===== config.mk =====
export PLATFORM = sky130hd
export DESIGN_NAME = memwrite_trace_fifo_flat
export DESIGN_NICKNAME = d
export VERILOG_FILES = /design/src/rtl/memwrite_trace_fifo_if.sv /design/src/rtl/memwrite_trace_fifo.sv /design/src/flat_wrapper.sv
export SDC_FILE = /design/constraint.sdc
export NUM_CORES = 1
export LEC_CHECK = 0
export ABC_CLOCK_PERIOD_IN_PS = 8500
export CORE_ASPECT_RATIO = 0.5
export CORE_MARGIN = 2
export CORE_UTILIZATION = 50
export DETAILED_ROUTE_END_ITERATION = 8
export GPL_TIMING_DRIVEN = 0
export PLACE_DENSITY = 0.68
export SLEW_MARGIN = 30
export SYNTH_ARGS = -nofsm -noshare
export SYNTH_HDL_FRONTEND = slang
export SYNTH_SLANG_ARGS = --single-unit

===== constraint.sdc =====
create_clock -name clk -period 8.5 [get_ports clk]
set_input_delay 1.7 -clock clk [delete_from_list [all_inputs] [get_ports clk]]
set_output_delay 1.7 -clock clk [all_outputs]
set_load 0.01 [all_outputs]

===== src/rtl/memwrite_trace_fifo_if.sv =====
// Store-capture port bundle: processor store strobe/data in, valid/ready drain port and status out.
// master = processor/consumer side, slave = the trace FIFO.
interface memwrite_trace_fifo_if #(
  parameter int WIDTH = 32,
  parameter int AW    = 4
);
  logic             memwrite;
  logic [WIDTH-1:0] writedata;
  logic             filter_zero;
  logic             clear;
  logic             out_valid;
  logic [WIDTH-1:0] out_data;
  logic             out_ready;
  logic [AW:0]      count;
  logic             overflow;
  logic [7:0]       drop_count;

  modport master (
    output memwrite, writedata, filter_zero, clear, out_ready,
    input  out_valid, out_data, count, overflow, drop_count
  );

  modport slave (
    input  memwrite, writedata, filter_zero, clear, out_ready,
    output out_valid, out_data, count, overflow, drop_count
  );
endinterface


===== src/rtl/memwrite_trace_fifo.sv =====
// Captures every processor store into a small show-ahead FIFO drained via valid/ready,
// with a sticky overflow flag and a saturating count of stores lost to a full queue.
module memwrite_trace_fifo #(
  parameter int WIDTH = 32,
  parameter int DEPTH = 16,
  parameter int AW    = 4
) (
  input  logic                 clk,
  input  logic                 reset,
  memwrite_trace_fifo_if.slave bus
);

  logic [WIDTH-1:0] mem [DEPTH];
  logic [AW-1:0]    wr_ptr_reg;
  logic [AW-1:0]    rd_ptr_reg;
  logic [AW:0]      count_reg;
  logic             overflow_reg;
  logic [7:0]       drop_count_reg;

  logic cap;
  logic full;
  logic pop;
  logic push;
  logic drop;

  assign cap  = bus.memwrite & ~(bus.filter_zero & (bus.writedata == '0));
  assign full = (count_reg == (AW+1)'(DEPTH));
  assign pop  = (count_reg != '0) & bus.out_ready;
  // A pop in the same cycle frees the slot, so a full queue still accepts the store.
  assign push = cap & (~full | pop);
  assign drop = cap & full & ~pop;

  // Storage is not reset; entries are only visible once count covers them.
  always_ff @(posedge clk) begin
    if (push && !bus.clear) begin
      mem[wr_ptr_reg] <= bus.writedata;
    end
  end

  always_ff @(posedge clk or posedge reset) begin
    if (reset) begin
      wr_ptr_reg     <= '0;
      rd_ptr_reg     <= '0;
      count_reg      <= '0;
      overflow_reg   <= 1'b0;
      drop_count_reg <= 8'd0;
    end else if (bus.clear) begin
      wr_ptr_reg     <= '0;
      rd_ptr_reg     <= '0;
      count_reg      <= '0;
      overflow_reg   <= 1'b0;
      drop_count_reg <= 8'd0;
    end else begin
      if (push) begin
        wr_ptr_reg <= wr_ptr_reg + 1'b1;
      end
      if (pop) begin
        rd_ptr_reg <= rd_ptr_reg + 1'b1;
      end
      count_reg <= count_reg + (AW+1)'(push) - (AW+1)'(pop);
      if (drop) begin
        overflow_reg <= 1'b1;
        if (drop_count_reg != 8'hFF) begin
          drop_count_reg <= drop_count_reg + 8'd1;
        end
      end
    end
  end

  assign bus.out_valid  = (count_reg != '0);
  assign bus.out_data   = mem[rd_ptr_reg];
  assign bus.count      = count_reg;
  assign bus.overflow   = overflow_reg;
  assign bus.drop_count = drop_count_reg;

endmodule


===== src/flat_wrapper.sv =====
// flat-port wrapper written by rule: the top's interface ports become plain ports
module memwrite_trace_fifo_flat 
#(
  parameter int WIDTH = 32,
  parameter int DEPTH = 16,
  parameter int AW    = 4
)
  (clk, reset, bus_memwrite, bus_writedata, bus_filter_zero, bus_clear, bus_out_ready, bus_out_valid, bus_out_data, bus_count, bus_overflow, bus_drop_count);
  memwrite_trace_fifo_if #(.WIDTH(WIDTH), .AW(AW)) bus_i ();
  input  logic clk;
  input  logic reset;
  input wire logic [$bits(bus_i.memwrite)-1:0] bus_memwrite;
  input wire logic [$bits(bus_i.writedata)-1:0] bus_writedata;
  input wire logic [$bits(bus_i.filter_zero)-1:0] bus_filter_zero;
  input wire logic [$bits(bus_i.clear)-1:0] bus_clear;
  input wire logic [$bits(bus_i.out_ready)-1:0] bus_out_ready;
  output wire logic [$bits(bus_i.out_valid)-1:0] bus_out_valid;
  output wire logic [$bits(bus_i.out_data)-1:0] bus_out_data;
  output wire logic [$bits(bus_i.count)-1:0] bus_count;
  output wire logic [$bits(bus_i.overflow)-1:0] bus_overflow;
  output wire logic [$bits(bus_i.drop_count)-1:0] bus_drop_count;
  assign bus_i.memwrite = bus_memwrite;
  assign bus_i.writedata = bus_writedata;
  assign bus_i.filter_zero = bus_filter_zero;
  assign bus_i.clear = bus_clear;
  assign bus_i.out_ready = bus_out_ready;
  assign bus_out_valid = bus_i.out_valid;
  assign bus_out_data = bus_i.out_data;
  assign bus_count = bus_i.count;
  assign bus_overflow = bus_i.overflow;
  assign bus_drop_count = bus_i.drop_count;
  memwrite_trace_fifo #(.WIDTH(WIDTH), .DEPTH(DEPTH), .AW(AW)) u_core (.clk(clk), .reset(reset), .bus(bus_i));
endmodule

==> impl_results.md <==
* Run status: finished, final reports clean
* Start point of the worst hold path: u_core.bus.overflow
* Max rail drop VDD at 0.1599 mV
* Number of synthesized register bits at 534
* Hold WS at 0.5439 ns
* Power density over the cells at 258.8 nW/um2
* Wire length of the first global-routing pass at 68,910 um
* Initial antenna violation count at 1
* Unrepaired setup endpoints after global routing: false
* Maximum level of the CTS H-tree at 2
* Worst Path Required at 6.80 ns
* Count of synthesis-stage warnings from yosys at 0
* Worst clock skew on the final layout at 0.01555 ns
* Global route total overflow at 0
* Number of distinct library cells after synthesis at 42
* Worst-skew pair later-pin latency at 0.56 ns
* Main combinational cell family by area after synthesis: multiplexers
* Post-synthesis compound-gate area fraction at 0.007454
* Total count of max-transition violations in the final report at 0
* Area delta synth->final at 16.63%
* Height of the chip at 148.3 um
* Effective utilization at floorplan at 0.5110
* Highest-count cells in the layout ignoring fill and taps: sky130_fd_sc_hd__edfxtp_1 (512), sky130_fd_sc_hd__mux4_2 (160), sky130_fd_sc_hd__clkdlybuf4s50_1 (83)
* CTS buffer count at 46
* Setup violators final at 0
* Post-synthesis xor/xnor area fraction at 0.002525
* Hold-fix buffers at CTS at 0
* DRT Pass-1 Iters at 5
* Critical path endpoint category: output port
* # Post-CTS Setup Buffers at 0
* Drt total wl at 46,930 um
* Largest register FFs at 512
* Fraction of the yosys area taken by sequential cells at 0.7651
* Largest net degree at the start of global routing at 29
* DP Cell Count at 1,555
* Worst hold path class: reg2reg
* Count of input and output buffers at 83
* Max clock buf depth at 3
* Number of sinks driven by the clock tree at 534
* Vias in the first global route at 10,470
* Multiplexer area fraction after synthesis at 0.1761
* Type of origin of the critical path: flop
* Number of non-filler instances in the completed layout at 1,636
* Crit path from: u_core.rd_ptr_reg[1]
* TritonCTS clock tree: yes
* Area share of fa/ha/maj cells after synthesis at 0.008176
* CP Max Fanout at 10
* Final weighted congestion of routability-driven global placement at 0.7655
* Number of violations reported at the end of detailed-routing iteration 0 at 1,236
* Number of routed nets with antenna violations at 0
* Cells after synthesis at 886
* Fraction of final layout cells sized beyond drive strength 1 at 0.2913
* Slack of the critical path at 3.040 ns
* Avg WL per Cell at 28.69 um
* Register clock-pin slew on the reported worst setup and hold paths at 0.07 ns
* Net count of the finished layout at 1,114
* Vias per cell at 6.199
* Half-perimeter wire length after detailed placement at 28,280 um
* Die ar. at 43,370 um2
* Row count at 52
* Data arrival time of the critical path at 3.76 ns
* Netlist Area Pre-Place at 20,810 um2
* Placement-stage worst setup slack at 2.678 ns
* Vias at 10,140
* Hold Violations, Final at 0
* Horizontal extent of the die at 292.5 um
* Total nets after synthesis at 937
* Min Tclk post-route at 5.460 ns
* Number of DRC violations after detailed routing at 0
* Static Leak at 7.614 nW
* CTS Root Buffer Type: sky130_fd_sc_hd__clkbuf_16
* Share of the clock period used by the worst path at 0.6423
* Tightest slew margin relative to the limit at 0.3691
* Most common cell after layout, fill and taps aside: sky130_fd_sc_hd__edfxtp_1
* Post-cts gate resize count at 0
* Highest achievable clock rate at 183.2 MHz
* I/O pin count at 85
* Slew of the pin with the lowest slew margin at 0.9463 ns
* Average footprint of a synthesized cell at 23.49 um2
* Placeable Area at 40,730 um2
* Simple-gate area share of the yosys netlist at 0.02483
* GRT Overall Usage at 0.2227
* Crit Path Category: reg2out
* Max-cap violations at 0
* Source of the worst register-to-register timing path: u_core.bus.count[2]
==> per-stage QoR <==
step | utilization | total power [W] | instance area [um2] | setup TNS [ns]
2_1_floorplan | - | 0.003844 | 20810 | 0
3_3_place_gp | 0.5480 | 0.004279 | 22320 | -312.28
3_5_place_dp | 0.5608 | 0.004315 | 22840 | 0
4_1_cts | 0.5959 | 0.006342 | 24270 | 0
5_1_grt | 0.5960 | 0.006522 | 24280 | 0
6_report | 0.5960 | 0.006283 | 24280 | 0
==> cell families (layout without fill, tap and decap cells) <==
kind of cell             after synthesis  count (layout)
flip-flops                           534             534
multiplexers                         165             165
AND/OR/NAND/NOR                       84              84
buffers and inverters                 60             269
AO/OA/AOI/OAI                         24              24
adder cells (fa/ha/maj)               13              13
XOR/XNOR                               6               6
other                                  0               1
==> metal layers <==
metal / GRT usage / share of wire
met1: 0.3317 / 0.41
met2: 0.3451 / 0.48
met3: 0.04662 / 0.095
met4: 0.05077 / 0.016
met5: 0 / 0
==> Yosys cell counts, drive strengths merged <==
cell type | count | area share
nor3 | 2 | 0.00048
mux2 | 3 | 0.0020
clkbuf | 16 | 0.0029
or3 | 5 | 0.0015
fa | 1 | 0.00096
inv | 14 | 0.0025
dfrtp | 22 | 0.026
mux4 | 160 | 0.17
edfxtp | 512 | 0.74
nand2b | 1 | 0.00030
xor2 | 4 | 0.0017
ha | 12 | 0.0072
and3 | 12 | 0.0036
nand3b | 2 | 0.00072
nor4b | 1 | 0.00072
o31ai | 4 | 0.0014
or4b | 1 | 0.00048
o21ai | 6 | 0.0014
o41ai | 1 | 0.0013
nor2 | 21 | 0.0038
buf | 30 | 0.010
xnor2 | 2 | 0.00084
nor4 | 12 | 0.0052
or4 | 4 | 0.0014
or2 | 2 | 0.00060
nand3 | 4 | 0.00096
nand2 | 6 | 0.0011
and2 | 1 | 0.00030
a21o | 1 | 0.00036
a21oi | 12 | 0.0029
and4b | 1 | 0.00048
nand4 | 5 | 0.0018
mux2i | 2 | 0.00096
nor2b | 3 | 0.00090
or3b | 1 | 0.00042
==> path summary, 6_finish.rpt <==
check,end,slack [ns],depth (start not counted)
min,u_core.bus.overflow,0.54,2
max reg2reg,u_core.bus.count[4],5.28,15
max,bus_out_data[22],3.04,5
min in group asynchronous,u_core.bus.drop_count[1],1.50,2
max in group asynchronous,u_core.rd_ptr_reg[0],6.65,2
min reg2reg,u_core.bus.overflow,0.54,2
==> final cells by class <==
cell class | instances | area (um2)
inverter | 14 | 52.55
timing repair buffer | 129 | 1264
buffer | 46 | 282.8
antenna | 1 | 2.502
fill | 2837 | 16450
clock inverter | 19 | 200.2
clock buffer | 61 | 1229
sequential | 534 | 15930
multi-input combinational | 292 | 4644
tap | 540 | 675.6
==> where the power goes <==
part           switching (W)  internal, W  total (W)
Sequential         0.0000225      0.00292    0.00294
Combinational       0.000606     0.000692    0.00130
Clock               0.000902      0.00114    0.00204
Total                0.00153      0.00475    0.00628
==> critical path: stages, from the launching register on <==
cell	delay, ns
sky130_fd_sc_hd__dfrtp_1	0.48
sky130_fd_sc_hd__clkbuf_1	0.51
sky130_fd_sc_hd__buf_1	0.76
sky130_fd_sc_hd__mux4_2	0.43
sky130_fd_sc_hd__mux4_2	0.51
sky130_fd_sc_hd__clkdlybuf4s50_1	0.50
Power figures use the tool's default switching activity.
